--- config.mk ---
export PLATFORM = sky130hd
export DESIGN_NAME = sdrc_wb_arbiter
export DESIGN_NICKNAME = d
export VERILOG_FILES = /design/src/rtl/sdrc_wb_arb_pkg.sv /design/src/rtl/sdrc_wb_rr_sel.sv /design/src/rtl/sdrc_wb_arbiter.sv
export SDC_FILE = /design/constraint.sdc
export NUM_CORES = 1
export LEC_CHECK = 0
export ABC_AREA = 1
export CORE_AREA = 2 2 108 110
export DETAILED_ROUTE_END_ITERATION = 6
export DIE_AREA = 0 0 110 112
export RECOVER_POWER = 100
export SLEW_MARGIN = 25
export SYNTH_ARGS = -nofsm -noshare
export SYNTH_HDL_FRONTEND = slang
export SYNTH_SLANG_ARGS = --single-unit
--- constraint.sdc ---
create_clock -name wb_clk_i -period 1.5 [get_ports wb_clk_i]
set_input_delay 0.15 -clock wb_clk_i [delete_from_list [all_inputs] [get_ports wb_clk_i]]
set_output_delay 0.15 -clock wb_clk_i [all_outputs]
set_load 0.03 [all_outputs]
--- src/rtl/sdrc_wb_arb_pkg.sv ---
// Shared types and the round-robin helper for the SDRAM
// Wishbone arbiter.
package sdrc_wb_arb_pkg;

   typedef enum logic [1:0] {
      IDLE,
      GRANT,
      ABORT
   } arb_state_t;

   localparam logic [2:0] CTI_CLASSIC = 3'b000;
   localparam logic [2:0] CTI_EOB     = 3'b111;

   // First set bit of req at or after ptr, wrapping modulo n (n <= 8).
   function automatic logic [7:0] rr_pick(
      input logic [7:0] req,
      input logic [2:0] ptr,
      input int         n = 8
   );
      logic [7:0] r;
      logic [2:0] k;
      logic       hit;
      r   = '0;
      hit = 1'b0;
      for (int i = 0; i < 8; i++) begin
         if (i < n && !hit) begin
            k = 3'((int'(ptr) + i) % n);
            if (req[k]) begin
               r[k] = 1'b1;
               hit  = 1'b1;
            end
         end
      end
      return r;
   endfunction

endpackage

--- src/rtl/sdrc_wb_rr_sel.sv ---
// Combinational round-robin picker: request vector and start
// pointer in, one-hot winner and its index out.
module sdrc_wb_rr_sel
   import sdrc_wb_arb_pkg::*;
#(
   parameter int N  = 2,
   parameter int IW = (N > 1) ? $clog2(N) : 1
) (
   input  logic [N-1:0]  i_req,
   input  logic [IW-1:0] i_ptr,
   output logic [N-1:0]  o_gnt,
   output logic [IW-1:0] o_idx,
   output logic          o_valid
);

   logic [7:0] w_pick;

   always_comb begin
      w_pick  = rr_pick(8'(i_req), 3'(i_ptr), N);
      o_valid = |w_pick;
      o_gnt   = '0;
      o_idx   = '0;
      for (int i = 0; i < N; i++) begin
         o_gnt[i] = w_pick[i];
         if (w_pick[i]) o_idx = IW'(i);
      end
   end

endmodule

--- src/rtl/sdrc_wb_arbiter.sv ---
// Round-robin Wishbone arbiter in front of sdrc_top, holding each
// grant for a whole cycle and aborting stalled accesses.
module sdrc_wb_arbiter
   import sdrc_wb_arb_pkg::*;
#(
   parameter int NUM_M   = 2,
   parameter int AW      = 26,
   parameter int DW      = 32,
   parameter int SW      = 4,
   parameter int TIMEOUT = 1023
) (
   input  logic                wb_clk_i,
   input  logic                wb_rst_i,
   input  logic [NUM_M-1:0]    m_cyc_i,
   input  logic [NUM_M-1:0]    m_stb_i,
   input  logic [NUM_M-1:0]    m_we_i,
   input  logic [NUM_M*AW-1:0] m_addr_i,
   input  logic [NUM_M*DW-1:0] m_dat_i,
   input  logic [NUM_M*SW-1:0] m_sel_i,
   input  logic [NUM_M*3-1:0]  m_cti_i,
   output logic [NUM_M-1:0]    m_ack_o,
   output logic [NUM_M-1:0]    m_err_o,
   output logic [DW-1:0]       m_dat_o,
   output logic                s_cyc_o,
   output logic                s_stb_o,
   output logic                s_we_o,
   output logic [AW-1:0]       s_addr_o,
   output logic [DW-1:0]       s_dat_o,
   output logic [SW-1:0]       s_sel_o,
   output logic [2:0]          s_cti_o,
   input  logic                s_ack_i,
   input  logic [DW-1:0]       s_dat_i,
   output logic [NUM_M-1:0]    gnt_o
);

   localparam int IW = $clog2(NUM_M);
   localparam int CW = $clog2(TIMEOUT + 1);
   localparam logic [CW-1:0] WD_LAST = CW'(TIMEOUT - 1);
   localparam logic [CW-1:0] WD_MAX  = '1;

   arb_state_t       r_state;
   logic [NUM_M-1:0] r_gnt;
   logic [IW-1:0]    r_gidx;
   logic [IW-1:0]    r_rr_ptr;
   logic [CW-1:0]    r_wd_cnt;
   logic [NUM_M-1:0] r_err;

   arb_state_t       w_nxt_state;
   logic [NUM_M-1:0] w_nxt_gnt;
   logic [IW-1:0]    w_nxt_gidx;
   logic [IW-1:0]    w_nxt_ptr;
   logic [CW-1:0]    w_nxt_wd;
   logic [NUM_M-1:0] w_nxt_err;

   logic [NUM_M-1:0] w_sel_gnt;
   logic [IW-1:0]    w_sel_idx;
   logic             w_sel_valid;
   logic [IW-1:0]    w_ptr_inc;
   logic             w_act;
   logic             w_cyc_g;
   logic             w_stall;
   logic             w_expire;

   sdrc_wb_rr_sel #(
      .N  (NUM_M),
      .IW (IW)
   ) u_sel (
      .i_req   (m_cyc_i),
      .i_ptr   (r_rr_ptr),
      .o_gnt   (w_sel_gnt),
      .o_idx   (w_sel_idx),
      .o_valid (w_sel_valid)
   );

   // Slave side is a pure mux of the registered grant.
   always_comb begin
      w_act    = (r_state == GRANT);
      w_cyc_g  = m_cyc_i[r_gidx];
      s_cyc_o  = w_act & w_cyc_g;
      s_stb_o  = w_act & m_stb_i[r_gidx];
      s_we_o   = w_act & m_we_i[r_gidx];
      s_addr_o = w_act ? m_addr_i[r_gidx*AW +: AW] : '0;
      s_dat_o  = w_act ? m_dat_i[r_gidx*DW +: DW] : '0;
      s_sel_o  = w_act ? m_sel_i[r_gidx*SW +: SW] : '0;
      s_cti_o  = w_act ? m_cti_i[r_gidx*3 +: 3] : CTI_CLASSIC;
      m_ack_o  = w_act ? (r_gnt & {NUM_M{s_ack_i}}) : '0;
      m_dat_o  = s_dat_i;
      m_err_o  = r_err;
      gnt_o    = r_gnt;
      w_stall  = s_stb_o & ~s_ack_i;
      w_expire = w_stall & (r_wd_cnt == WD_LAST);
      w_ptr_inc = (r_gidx == IW'(NUM_M - 1)) ? '0 : r_gidx + 1'b1;
   end

   always_comb begin
      w_nxt_state = r_state;
      w_nxt_gnt   = r_gnt;
      w_nxt_gidx  = r_gidx;
      w_nxt_ptr   = r_rr_ptr;
      w_nxt_wd    = '0;
      w_nxt_err   = '0;
      unique case (r_state)
         IDLE: begin
            if (w_sel_valid) begin
               w_nxt_state = GRANT;
               w_nxt_gnt   = w_sel_gnt;
               w_nxt_gidx  = w_sel_idx;
            end
         end
         GRANT: begin
            // Release beats expiry; ack clears the count before expiry.
            if (!w_cyc_g) begin
               w_nxt_state = IDLE;
               w_nxt_gnt   = '0;
               w_nxt_ptr   = w_ptr_inc;
            end else if (w_expire) begin
               w_nxt_state = ABORT;
               w_nxt_err   = r_gnt;
            end else if (w_stall) begin
               w_nxt_wd = (r_wd_cnt == WD_MAX) ? r_wd_cnt
                                               : r_wd_cnt + 1'b1;
            end
         end
         ABORT: begin
            if (!w_cyc_g) begin
               w_nxt_state = IDLE;
               w_nxt_gnt   = '0;
               w_nxt_ptr   = w_ptr_inc;
            end
         end
         default: begin
            w_nxt_state = IDLE;
            w_nxt_gnt   = '0;
         end
      endcase
   end

   always_ff @(posedge wb_clk_i) begin
      if (wb_rst_i) begin
         r_state  <= IDLE;
         r_gnt    <= '0;
         r_gidx   <= '0;
         r_rr_ptr <= '0;
         r_wd_cnt <= '0;
         r_err    <= '0;
      end else begin
         r_state  <= w_nxt_state;
         r_gnt    <= w_nxt_gnt;
         r_gidx   <= w_nxt_gidx;
         r_rr_ptr <= w_nxt_ptr;
         r_wd_cnt <= w_nxt_wd;
         r_err    <= w_nxt_err;
      end
   end

endmodule
==> summary.md <==
| Metric | Value |
|---|---|
| Status | complete, but fails checks |
| Violated checks | negative setup slack |
| GRT overflow | 0 |
| Synth Net Count | 574 |
| Min setup slack post-route | -136 ps |
| RSZ-0062 raised after global routing | yes |
| Slowest Stage Delay on Critical Path | 320 ps |
| Cell type with the largest total area after synthesis | sky130_fd_sc_hd__nor2_1 |
| Violation count after the first detailed-routing iteration | 177 |
| Hold_sp | s_dat_i[13] |
| Final GP Congestion | 0.874 |
| Root buffer cell | sky130_fd_sc_hd__clkbuf_16 |
| Routed via count divided by cell count | 4.31 |
| Worst clock skew | 3.36 ps |
| DIE HEIGHT | 112 µm |
| Routed wire per std cell | 14.8 µm |
| Peak clock frequency supported by timing | 611 MHz |
| Most instantiated library cell after synthesis | sky130_fd_sc_hd__nor2_1 |
| Final setup violation count | 75 |
| Clock net sink count | 18 |
| Cells along the critical path | inv_2 > ha_4 > buf_6 > clkbuf_16 > o21ai_2 > nor2_1 > buf_4 > buf_12 |
| H-tree levels | 1 |
| Residual antenna-violating net count after detailed routing | 0 |
| Data required time of the worst path | 1350 ps |
| Most area-consuming cells after synthesis | sky130_fd_sc_hd__nor2_1, sky130_fd_sc_hd__dfxtp_1, sky130_fd_sc_hd__o21ai_0 |
| Number of buffers on the longest clock path | 2 |
| Number of hold violations in the final report | 0 |
| Worst-case hold slack | 300 ps |
| Kind of start point of the critical path | register |
| Maximum Capacitance Violations | 0 |
| Distinct cell type count after synthesis | 32 |
| Post-detail-place hpwl | 8.39 mm |
| Reg-to-Reg Start | r_state[1]$_SDFFE_PP0P_ |
| Worst setup EP type | output port |
| Slew at the pin closest to its max-slew limit | 313 ps |
| Leading cell types by count after synthesis | sky130_fd_sc_hd__nor2_1, sky130_fd_sc_hd__o21ai_0, sky130_fd_sc_hd__buf_4 |
| Number of buffer cells added on primary ports | 212 |
| Share of the clock period used by the worst path | 109% |
| Synthesized area per cell | 5.58 µm² |
| Data arrival at the endpoint of the critical path | 1490 ps |
| Post-synthesis register bit count | 18 |
| Layout Utilization | 43.8% |
| Power density cells | 685 mW/mm² |
| Final Total Pwr | 3.36 mW |
| Number of slew-limit violations in the final report | 0 |
| Detailed-route via count | 3160 |
| Source-to-sink clock delay at the later pin of the worst-skew pair | 250 ps |
| Worst setup path category | register to output port |
| Cell Area, Synth | 0.00221 mm² |
| DP Area | 0.00444 mm² |
| Floorplan Core Area | 0.0112 mm² |
| Proportion of register bits with asynchronous set or reset after synthesis | 0% |
| Min-Delay Path Class | primary input to output port |
| Vias in the first global route | 3070 |
| Hold Crit Depth | 0 |
| Fraction of layout cells with a size suffix above 1 | 30.8% |
| Clock-pin slew on the worst setup and hold paths | 50 ps |
| GR Util All Layers | 16.0% |
| Number of placement rows | 39 |
| Logic depth of the worst register-to-register path | 11 |
| Sequential cell area fraction in the yosys report | 16.3% |
| Post-synthesis cell count | 397 |
| Finished Cell Area | 0.00490 mm² |
| Initial core utilization | 19.8% |
| CTS tree | yes |
| Count of boundary I/O pins | 277 |
| Drt total wl | 10.8 mm |
| Slowest-stage cell, CP | sky130_fd_sc_hd__dfxtp_2 |
| Fin crit period | 1640 ps |
| End of the worst register-to-register path | r_state[0]$_SDFFE_PP0P_ |
| Total clock buffers created by CTS | 3 |
| Global-route wire length before repair | 15.8 mm |
| Remaining DRCs | 0 |
| Max VDD drop | 0.746 mV |
| Maximum number of pins on one net before global-route repair | 58 |
| Total inserted antenna cells | 0 |
| Number of nets in the final layout | 768 |
| Width of the die | 110 µm |
| Area grow syn2layout | 121% |
| Number of enable flip-flop cells after synthesis | 0 |
| Leakage | 2.09 nW |
| FF-to-FF setup slack | -50 ps |
| End point of the worst hold path | m_dat_o[13] |
| Max-slew headroom | 79.1% |
| Die ar. | 0.0123 mm² |
| Main flop type after synthesis | sky130_fd_sc_hd__dfxtp_1 |
| Drt first pass iters | 5 |
| Highest fanout seen on the critical path | 5 |
| Share of the synthesized area in the top cell type | 25.3% |
| Number of warning messages in the yosys log | 0 |
| Antenna violations before repair | 0 |
layout by cell type, fill, tap and decap left out, types with 2 or more instances in the layout:
cell / count
sky130_fd_sc_hd__buf_4: 54
sky130_fd_sc_hd__dfxtp_1: 15
sky130_fd_sc_hd__nor3_2: 2
sky130_fd_sc_hd__ha_1: 3
sky130_fd_sc_hd__or2_2: 2
sky130_fd_sc_hd__a21oi_1: 10
sky130_fd_sc_hd__nor2_4: 4
sky130_fd_sc_hd__o21ai_2: 2
sky130_fd_sc_hd__nor2_2: 43
sky130_fd_sc_hd__a31oi_1: 2
sky130_fd_sc_hd__nand2_1: 27
sky130_fd_sc_hd__buf_12: 19
sky130_fd_sc_hd__inv_2: 7
sky130_fd_sc_hd__o21ai_1: 23
sky130_fd_sc_hd__clkdlybuf4s50_1: 141
sky130_fd_sc_hd__ha_4: 2
sky130_fd_sc_hd__clkbuf_16: 4
sky130_fd_sc_hd__nor2_1: 108
sky130_fd_sc_hd__dfxtp_2: 3
sky130_fd_sc_hd__inv_4: 2
sky130_fd_sc_hd__buf_6: 22
sky130_fd_sc_hd__nand3_1: 8
sky130_fd_sc_hd__inv_1: 19
sky130_fd_sc_hd__buf_16: 2
sky130_fd_sc_hd__nor3_4: 2
sky130_fd_sc_hd__o21ai_0: 46
sky130_fd_sc_hd__xor2_1: 2
state kept, by name, summed over array words and instances, names as in the netlist:
register	cells
r_state	2
r_gidx	1
m_err_o	2
gnt_o	2
r_rr_ptr	1
r_wd_cnt	10
critical path, delay by kind of cell (launching register included):
| family | cells | cell delay, ps |
|---|---|---|
| adder cells (fa/ha/maj) | 1 | 200 |
| buffers and inverters | 5 | 560 |
| AO/OA/AOI/OAI | 1 | 40 |
| flip-flops | 1 | 320 |
| AND/OR/NAND/NOR | 1 | 100 |
cell families (layout without fill, tap and decap cells):
logic type | count (synthesis) | count (layout) | synth area share, %
buf+inv | 82 | 275 | 20.0
compound gates | 87 | 87 | 21.2
simple gates | 201 | 201 | 38.0
xor+xnor | 3 | 3 | 1.19
fa+ha+maj | 6 | 6 | 3.39
flops | 18 | 18 | 16.3
routing by layer:
metal | vias up | global-route usage, % | part of all wire, % | wire (µm)
met2 | 124 | 30.2 | 51 | 5540
met3 | 8 | 3.28 | 8.5 | 923
li1 | 1611 | - | - | -
met1 | 1417 | 18.7 | 39 | 4240
met4 | 0 | 2.03 | 1.2 | 127
met5 | - | 0 | 0 | 0
repair_timing:
action	4_1_cts	5_1_grt
setup endpoints to repair	76	85
hold buffers	0	0
cloned	2	1
pin swaps	7	14
setup buffers	7	4
resized for setup	38	27
worst max-delay path by stage:
| stage | from | endpoint | slack (ps) | cells after the start |
|---|---|---|---|---|
| 2_1_floorplan | r_state[1]$_SDFFE_PP0P_ | m_ack_o[0] | -20 | 4 |
| 3_3_place_gp | r_state[1]$_SDFFE_PP0P_ | r_state[0]$_SDFFE_PP0P_ | 20 | 10 |
| 3_5_place_dp | r_state[1]$_SDFFE_PP0P_ | r_state[0]$_SDFFE_PP0P_ | -40 | 10 |
| 4_1_cts | r_state[1]$_SDFFE_PP0P_ | s_cti_o[1] | -120 | 6 |
| 5_1_grt | r_state[1]$_SDFFE_PP0P_ | s_addr_o[22] | -200 | 6 |
| 6_report | r_state[1]$_SDFFE_PP0P_ | s_addr_o[14] | -140 | 8 |
area by class of cell:
cell class                      instances  area (µm²)
Fill cell                            1118        6270
Clock buffer                            4        88.8
Sequential cell                        18         364
Tap cell                              143         179
Multi-Input combinational cell        297        1590
Inverter                               29         119
Timing Repair Buffer                  242        2550
where the power goes:
group	leakage, nW	switching (mW)	internal, mW
sequential	0.147	0.0163	0.497
clock	0.0442	0.179	0.405
combinational	1.90	1.15	1.11
per-stage QoR:
step                std cells  worst slack [ps]  TNS, ps
floorplan                 397             -19.0    -63.8
global placement          716              18.4        0
detailed placement        716             -40.9    -79.6
CTS                       728              -118    -4630
global route              733              -202   -12290
finish                    733              -136    -5330
(Power assumes the default switching activity.)
